$ cat src/rtl/axil_csr_pkg.sv
// Shared register map, response codes and byte-strobe helper for the
// multi-channel AXI4-Lite CSR bank.
package axil_csr_pkg;

  localparam int unsigned ID_OFF       = 'h00;
  localparam int unsigned IRQ_EN_OFF   = 'h04;
  localparam int unsigned IRQ_STAT_OFF = 'h08;
  localparam int unsigned CH_BASE      = 'h20;
  localparam int unsigned CH_STRIDE    = 'h10;

  localparam int unsigned CTRL_OFF   = 'h0;
  localparam int unsigned LEN_OFF    = 'h4;
  localparam int unsigned STATUS_OFF = 'h8;
  localparam int unsigned BYTES_OFF  = 'hC;

  localparam int CTRL_START    = 0;
  localparam int CTRL_SOFT_RST = 1;
  localparam int CTRL_CLR_DONE = 2;
  localparam int CTRL_CLR_ERR  = 3;

  localparam logic [1:0] RESP_OKAY   = 2'b00;
  localparam logic [1:0] RESP_SLVERR = 2'b10;

  function automatic logic [31:0] apply_wstrb32(input logic [31:0] old_val,
                                                input logic [31:0] new_val,
                                                input logic [3:0]  strb);
    logic [31:0] merged;
    merged = old_val;
    for (int b = 0; b < 4; b++) begin
      if (strb[b]) merged[8*b +: 8] = new_val[8*b +: 8];
    end
    return merged;
  endfunction

endpackage

$ cat src/rtl/axil_csr_chan.sv
// Per-channel state: LEN register, sticky done/error flags and the
// one-cycle start / soft-reset strobes driven by CTRL writes.
module axil_csr_chan
  import axil_csr_pkg::*;
(
  input  logic        clk,
  input  logic        rst,
  input  logic        i_wr_ctrl,
  input  logic        i_wr_len,
  input  logic [31:0] i_wdata,
  input  logic [3:0]  i_wstrb,
  input  logic        i_done_pulse,
  input  logic        i_error_pulse,
  output logic        o_start_pulse,
  output logic        o_soft_reset_pulse,
  output logic [31:0] o_len,
  output logic        o_done_sticky,
  output logic        o_err_sticky
);

  logic        r_start;
  logic        r_soft_reset;
  logic [31:0] r_len;
  logic        r_done_sticky;
  logic        r_err_sticky;
  logic        w_clr_done;
  logic        w_clr_err;

  // Soft reset wipes both sticky flags in addition to the explicit clears.
  assign w_clr_done = i_wr_ctrl && (i_wdata[CTRL_CLR_DONE] || i_wdata[CTRL_SOFT_RST]);
  assign w_clr_err  = i_wr_ctrl && (i_wdata[CTRL_CLR_ERR]  || i_wdata[CTRL_SOFT_RST]);

  always_ff @(posedge clk) begin
    if (rst) begin
      r_start       <= 1'b0;
      r_soft_reset  <= 1'b0;
      r_len         <= '0;
      r_done_sticky <= 1'b0;
      r_err_sticky  <= 1'b0;
    end else begin
      r_start      <= i_wr_ctrl && i_wdata[CTRL_START];
      r_soft_reset <= i_wr_ctrl && i_wdata[CTRL_SOFT_RST];
      if (i_wr_len) r_len <= apply_wstrb32(r_len, i_wdata, i_wstrb);
      // A completion event in the clearing cycle must not be lost.
      r_done_sticky <= i_done_pulse  || (r_done_sticky && !w_clr_done);
      r_err_sticky  <= i_error_pulse || (r_err_sticky  && !w_clr_err);
    end
  end

  assign o_start_pulse      = r_start;
  assign o_soft_reset_pulse = r_soft_reset;
  assign o_len              = r_len;
  assign o_done_sticky      = r_done_sticky;
  assign o_err_sticky       = r_err_sticky;

endmodule

$ cat src/rtl/axil_csr_bank.sv
// AXI4-Lite slave front end for NUM_CH packet-mover channels: independent
// AW/W holds, single outstanding read, address decode and the level IRQ.
module axil_csr_bank
  import axil_csr_pkg::*;
#(
  parameter int          NUM_CH   = 2,
  parameter int          ADDR_W   = 8,
  parameter logic [31:0] ID_VALUE = 32'hA0B1_0002
) (
  input  logic                  clk,
  input  logic                  rst,
  input  logic [ADDR_W-1:0]     s_axi_awaddr,
  input  logic                  s_axi_awvalid,
  output logic                  s_axi_awready,
  input  logic [31:0]           s_axi_wdata,
  input  logic [3:0]            s_axi_wstrb,
  input  logic                  s_axi_wvalid,
  output logic                  s_axi_wready,
  output logic [1:0]            s_axi_bresp,
  output logic                  s_axi_bvalid,
  input  logic                  s_axi_bready,
  input  logic [ADDR_W-1:0]     s_axi_araddr,
  input  logic                  s_axi_arvalid,
  output logic                  s_axi_arready,
  output logic [31:0]           s_axi_rdata,
  output logic [1:0]            s_axi_rresp,
  output logic                  s_axi_rvalid,
  input  logic                  s_axi_rready,
  output logic [NUM_CH-1:0]     start_pulse,
  output logic [NUM_CH-1:0]     soft_reset_pulse,
  output logic [32*NUM_CH-1:0]  len_bytes,
  input  logic [NUM_CH-1:0]     busy,
  input  logic [NUM_CH-1:0]     done_pulse,
  input  logic [NUM_CH-1:0]     error_pulse,
  input  logic [32*NUM_CH-1:0]  bytes_moved,
  output logic                  irq
);

  logic                r_aw_hold;
  logic [ADDR_W-1:0]   r_aw_addr;
  logic                r_w_hold;
  logic [31:0]         r_w_data;
  logic [3:0]          r_w_strb;
  logic                r_bvalid;
  logic [1:0]          r_bresp;
  logic                r_rvalid;
  logic [31:0]         r_rdata;
  logic [1:0]          r_rresp;
  logic [2*NUM_CH-1:0] r_irq_en;
  logic                r_irq;

  logic                w_commit;
  logic                w_ar_hs;
  logic                w_irq_en_sel;
  logic                w_wr_ok;
  logic [NUM_CH-1:0]   w_ctrl_sel;
  logic [NUM_CH-1:0]   w_len_sel;
  logic [NUM_CH-1:0]   w_rd_hit;
  logic [NUM_CH-1:0]   w_done_sticky;
  logic [NUM_CH-1:0]   w_err_sticky;
  logic [2*NUM_CH-1:0] w_irq_stat;
  logic [2*NUM_CH-1:0] w_irq_en_merged;
  logic [31:0]         w_len [NUM_CH];
  logic [31:0]         w_rd_data;
  logic                w_rd_ok;

  assign s_axi_awready = !rst && !r_aw_hold && !r_bvalid;
  assign s_axi_wready  = !rst && !r_w_hold && !r_bvalid;
  assign s_axi_arready = !rst && !r_rvalid;

  assign w_commit     = r_aw_hold && r_w_hold && !r_bvalid;
  assign w_ar_hs      = s_axi_arvalid && s_axi_arready;
  assign w_irq_en_sel = (r_aw_addr == ADDR_W'(IRQ_EN_OFF));
  assign w_wr_ok      = w_irq_en_sel || (|w_ctrl_sel) || (|w_len_sel);

  for (genvar gi = 0; gi < 2*NUM_CH; gi++) begin : g_en
    assign w_irq_en_merged[gi] = r_w_strb[gi/8] ? r_w_data[gi] : r_irq_en[gi];
  end

  for (genvar gi = 0; gi < NUM_CH; gi++) begin : g_ch
    localparam logic [ADDR_W-1:0] CH_ADDR = ADDR_W'(CH_BASE + CH_STRIDE*gi);
    logic w_wr_hit;

    // Full-width compare of the upper bits so aliases above the map miss.
    assign w_wr_hit       = (r_aw_addr[ADDR_W-1:4] == CH_ADDR[ADDR_W-1:4]);
    assign w_rd_hit[gi]   = (s_axi_araddr[ADDR_W-1:4] == CH_ADDR[ADDR_W-1:4]);
    assign w_ctrl_sel[gi] = w_wr_hit && (r_aw_addr[3:0] == 4'(CTRL_OFF));
    assign w_len_sel[gi]  = w_wr_hit && (r_aw_addr[3:0] == 4'(LEN_OFF));

    assign w_irq_stat[2*gi]   = w_done_sticky[gi] && r_irq_en[2*gi];
    assign w_irq_stat[2*gi+1] = w_err_sticky[gi]  && r_irq_en[2*gi+1];

    axil_csr_chan u_chan (
      .clk                (clk),
      .rst                (rst),
      .i_wr_ctrl          (w_commit && w_ctrl_sel[gi]),
      .i_wr_len           (w_commit && w_len_sel[gi]),
      .i_wdata            (r_w_data),
      .i_wstrb            (r_w_strb),
      .i_done_pulse       (done_pulse[gi]),
      .i_error_pulse      (error_pulse[gi]),
      .o_start_pulse      (start_pulse[gi]),
      .o_soft_reset_pulse (soft_reset_pulse[gi]),
      .o_len              (w_len[gi]),
      .o_done_sticky      (w_done_sticky[gi]),
      .o_err_sticky       (w_err_sticky[gi])
    );

    assign len_bytes[32*gi +: 32] = w_len[gi];
  end

  always_comb begin
    w_rd_data = '0;
    w_rd_ok   = 1'b0;
    if (s_axi_araddr == ADDR_W'(ID_OFF)) begin
      w_rd_data = ID_VALUE;
      w_rd_ok   = 1'b1;
    end else if (s_axi_araddr == ADDR_W'(IRQ_EN_OFF)) begin
      w_rd_data = 32'(r_irq_en);
      w_rd_ok   = 1'b1;
    end else if (s_axi_araddr == ADDR_W'(IRQ_STAT_OFF)) begin
      w_rd_data = 32'(w_irq_stat);
      w_rd_ok   = 1'b1;
    end
    for (int c = 0; c < NUM_CH; c++) begin
      if (w_rd_hit[c]) begin
        case (s_axi_araddr[3:0])
          4'(CTRL_OFF): begin
            w_rd_ok = 1'b1;
          end
          4'(LEN_OFF): begin
            w_rd_data = w_len[c];
            w_rd_ok   = 1'b1;
          end
          4'(STATUS_OFF): begin
            w_rd_data = {29'b0, busy[c], w_err_sticky[c], w_done_sticky[c]};
            w_rd_ok   = 1'b1;
          end
          4'(BYTES_OFF): begin
            w_rd_data = bytes_moved[32*c +: 32];
            w_rd_ok   = 1'b1;
          end
          default: ;
        endcase
      end
    end
  end

  always_ff @(posedge clk) begin
    if (rst) begin
      r_aw_hold <= 1'b0;
      r_aw_addr <= '0;
      r_w_hold  <= 1'b0;
      r_w_data  <= '0;
      r_w_strb  <= '0;
      r_bvalid  <= 1'b0;
      r_bresp   <= RESP_OKAY;
      r_rvalid  <= 1'b0;
      r_rdata   <= '0;
      r_rresp   <= RESP_OKAY;
      r_irq_en  <= '0;
      r_irq     <= 1'b0;
    end else begin
      if (s_axi_awvalid && s_axi_awready) begin
        r_aw_hold <= 1'b1;
        r_aw_addr <= s_axi_awaddr;
      end
      if (s_axi_wvalid && s_axi_wready) begin
        r_w_hold <= 1'b1;
        r_w_data <= s_axi_wdata;
        r_w_strb <= s_axi_wstrb;
      end
      if (w_commit) begin
        r_aw_hold <= 1'b0;
        r_w_hold  <= 1'b0;
        r_bvalid  <= 1'b1;
        r_bresp   <= w_wr_ok ? RESP_OKAY : RESP_SLVERR;
        if (w_irq_en_sel) r_irq_en <= w_irq_en_merged;
      end else if (r_bvalid && s_axi_bready) begin
        r_bvalid <= 1'b0;
      end

      if (w_ar_hs) begin
        r_rvalid <= 1'b1;
        r_rdata  <= w_rd_data;
        r_rresp  <= w_rd_ok ? RESP_OKAY : RESP_SLVERR;
      end else if (r_rvalid && s_axi_rready) begin
        r_rvalid <= 1'b0;
      end

      r_irq <= |w_irq_stat;
    end
  end

  assign s_axi_bvalid = r_bvalid;
  assign s_axi_bresp  = r_bresp;
  assign s_axi_rvalid = r_rvalid;
  assign s_axi_rdata  = r_rdata;
  assign s_axi_rresp  = r_rresp;
  assign irq          = r_irq;

endmodule

$ cat config.mk
export PLATFORM = sky130hd
export DESIGN_NAME = axil_csr_bank
export DESIGN_NICKNAME = d
export VERILOG_FILES = /design/src/rtl/axil_csr_pkg.sv /design/src/rtl/axil_csr_chan.sv /design/src/rtl/axil_csr_bank.sv
export SDC_FILE = /design/constraint.sdc
export NUM_CORES = 1
export LEC_CHECK = 0
export CORE_ASPECT_RATIO = 1.25
export CORE_MARGIN = 2
export CORE_UTILIZATION = 35
export CTS_CLUSTER_DIAMETER = 40
export DETAILED_ROUTE_END_ITERATION = 16
export PLACE_DENSITY = 0.68
export SETUP_SLACK_MARGIN = 0.15
export SLEW_MARGIN = 5
export SYNTH_ARGS = -nofsm -noshare
export SYNTH_HDL_FRONTEND = slang
export SYNTH_SLANG_ARGS = --single-unit
$ cat constraint.sdc
create_clock -name clk -period 1.75 [get_ports clk]
set_input_delay 0.4375 -clock clk [delete_from_list [all_inputs] [get_ports clk]]
set_output_delay 0.4375 -clock clk [all_outputs]
set_load 0.05 [all_outputs]
==> parameters.txt <==
Parameter                              Value

Logic synthesis
  Library cell occupying the most area in the post-synthesis netlist    dfxtp_1
  Mean post-synth cell area    9.13 um2
  Warnings from Yosys    0
  Gate count of the mapped netlist    730
  Most numerous cell in the Yosys netlist    nand2_1
  Share of synthesized flip-flops with an asynchronous set or reset    0%
  Post-synth top flop    dfxtp_1
  Number of flops mapped to enable cells by yosys    0
  Cell area after technology mapping    6660 um2
  Distinct cell type count of the synthesized netlist    44
  FF+latch count, synth    159
  Biggest area contributors in the synthesized netlist    dfxtp_1 48%, nand2_1 11%, a21oi_1 7.8%
  Fraction of the yosys area taken by sequential cells    47.8%
  Post-synth top area share    47.8%
  Most instantiated cells after synthesis    192 x nand2_1, 159 x dfxtp_1, 104 x a21oi_1

Status
  Failing checks    setup timing
  Status    finished with violations

Route
  Detailed-route wire length    21400 um
  Iter 0 DRT Violations    290
  DR WL/cell    17.2 um
  Residual DRC count    0
  Remaining antenna violation count    0
  Detailed-route via count    6234
  Via density per instance    5.02
  Detailed-router iteration count before antenna repair    5

Timing
  Worst-margin pin slew    0.657 ns
  Setup WS post-layout    -0.195 ns
  Final clock skew    0.00961 ns
  Period Utilization, post-route    111%
  Fmax achieved    514 MHz
  Relative slew slack    56.2%
  Setup repair after global routing missed its margin    true
  Number of max-slew violations in the final report    0
  Setup violations, final    71
  Tmin final    1.95 ns
  Hold Violations, Final    0

Cells and area
  Fin area    10300 um2
  Antenna diode count    0
  Multi-input gate area in the final layout    3400 um2
  Count of nets after finishing    1126
  Final core occ    55.1%
  Layout overhead on the synthesized area    54.7%
  Share of layout cells above drive strength 1    29.5%
  Cell Count, Final, Fillers Out    1242
  Seq. cell area    3190 um2
  Fillcell total    1679

Placement
  Placed standard-cell area    9500 um2
  Placed Cells    1201
  Final RePlAce weighted congestion    0.798
  Post-place setup slack    -0.421 ns
  Final HPWL from detailed placement    15500 um
  Count of buffers from port buffering    236

Worst setup path
  Worst path required time    2.05 ns
  Critical path endpoint category    flop
  Highest net fanout along the worst path    11
  Startpoint type of the worst setup path    flop
  CP Data Arrival Time    2.24 ns
  Setup CP Type    flop to flop

CTS
  # H-tree levels    4
  Clock transition at the registers of the reported paths    0.07 ns
  Skew-Pair Late Insertion Delay    0.43 ns
  Sinks on Clock Net    159
  TritonCTS Buffers    17
  # hold bufs at CTS    0
  Clock root buffer    clkbuf_16
  Clock tree from TritonCTS    done
  Bufs on Longest Clock Path    2

GRT
  Vias in the first global route    6191
  Antenna violations before repair    0
  GRT Total Usage    20.7%
  Total overflow reported by the global router    0
  Wire length of the first global-routing pass    32500 um
  Largest net degree at the start of global routing    61

Die
  Die extent in x    127 um
  Initial standard-cell utilization of the core    35.6%
  Area of the die    20200 um2
  Height of the die    158 um
  Standard-cell rows    56
  Total I/O pin count    239
  Floorplan core area    18700 um2

Job
  Reported max-cap violation count    0

Power
  Static Leakage    4.06 nW
  Power density relative to cell area    835 nW/um2
  Worst VDD drop    0.637 mV

Worst hold path
  Type of the most critical hold path    input port to flop
## timing repair
action	4_1_cts	5_1_grt
cloned	0	0
resized for setup	16	29
buffers inserted	7	2
pin swaps	28	7
endpoints found under the setup margin	83	104
## final cells by class
type	instances	share of cell area [%]
Timing Repair Buffer	300	27.3
Sequential cell	159	30.9
Clock buffer	19	4.40
Multi-Input combinational cell	515	33.0
Clock inverter	13	1.46
Tap cell	232	2.82
Inverter	4	0.146
## worst paths after layout
path                 from                 endpoint  slack (ns)  cells after the start
max          r_aw_addr[0]  g_ch[0].u_chan.o_len[5]       -0.20                      7
min                   rst             s_axi_rvalid        0.27                      2
max reg2reg  r_aw_addr[0]  g_ch[0].u_chan.o_len[5]       -0.20                      7
min reg2reg  r_aw_addr[0]             r_aw_addr[0]        0.46                      2
## per-stage QoR
stage / setup TNS (ns) / power (mW) / hold WS (ns)
final: -9.39 / 8.60 / 0.274
after global routing: -16.87 / 8.90 / 0.276
after CTS: -9.46 / 8.66 / 0.268
after detailed placement: -18.89 / 4.86 / 0.449
after global placement: -17.40 / 4.85 / 0.443
after floorplan: -1.74 / 4.33 / 0.436
## where the power goes
group,leakage [nW],total (mW),internal (mW),switching (mW)
Combinational,2.49,1.03,0.547,0.484
Sequential,1.29,3.77,3.70,0.0701
Clock,0.285,3.80,2.20,1.59
## state kept, by name (all words and copies together), names as in the netlist
register	cells
g_ch.u_chan.o_len	64
r_w_data	32
s_axi_rdata	32
r_aw_addr	8
r_irq_en	4
r_w_strb	4
g_ch.u_chan.o_done_sticky	2
g_ch.u_chan.o_err_sticky	2
g_ch.u_chan.o_soft_reset_pulse	2
g_ch.u_chan.o_start_pulse	2
irq	1
r_aw_hold	1
r_w_hold	1
s_axi_bresp	1
s_axi_bvalid	1
s_axi_rresp	1
s_axi_rvalid	1
## layout by cell type, fill, tap and decap left out, drive strengths merged, types with 4 or more instances in the layout
cell type,instances
nand4,4
a22oi,10
nand2,192
mux2,19
buf,175
nor2,48
mux2i,28
dfxtp,159
a22o,23
nand3,6
clkbuf,19
mux4,22
o21ai,5
and3,6
clkdlybuf4s50,121
a21oi,104
inv,8
nor3,13
clkinvlp,4
## cell families (layout without fill, tap and decap cells)
kind of cell / after synthesis / after routing / synth area share (%)
buffers and inverters: 57 / 336 / 4.04
AO/OA/AOI/OAI: 156 / 156 / 14.1
other: 1 / 2 / 0.0563
AND/OR/NAND/NOR: 288 / 288 / 19.2
multiplexers: 69 / 69 / 14.9
flip-flops: 159 / 159 / 47.8
## layer usage
| metal | up-vias | share of wire, % | GRT usage (%) |
|---|---|---|---|
| met4 | 0 | 2.3 | 7.64 |
| met2 | 188 | 51 | 36.3 |
| met3 | 35 | 5.0 | 4.56 |
| met1 | 2930 | 41 | 24.9 |
| met5 | - | 0 | 0 |
| li1 | 3081 | - | - |
## critical path, stage by stage (launching register included)
cell and delay, ns:
dfxtp_1 0.31, or4_4 0.56, nor3_4 0.19, buf_12 0.15, buf_4 0.11, nand4_4 0.21, mux2i_1 0.23, nor2_1 0.05
(Power assumes the default switching activity.)
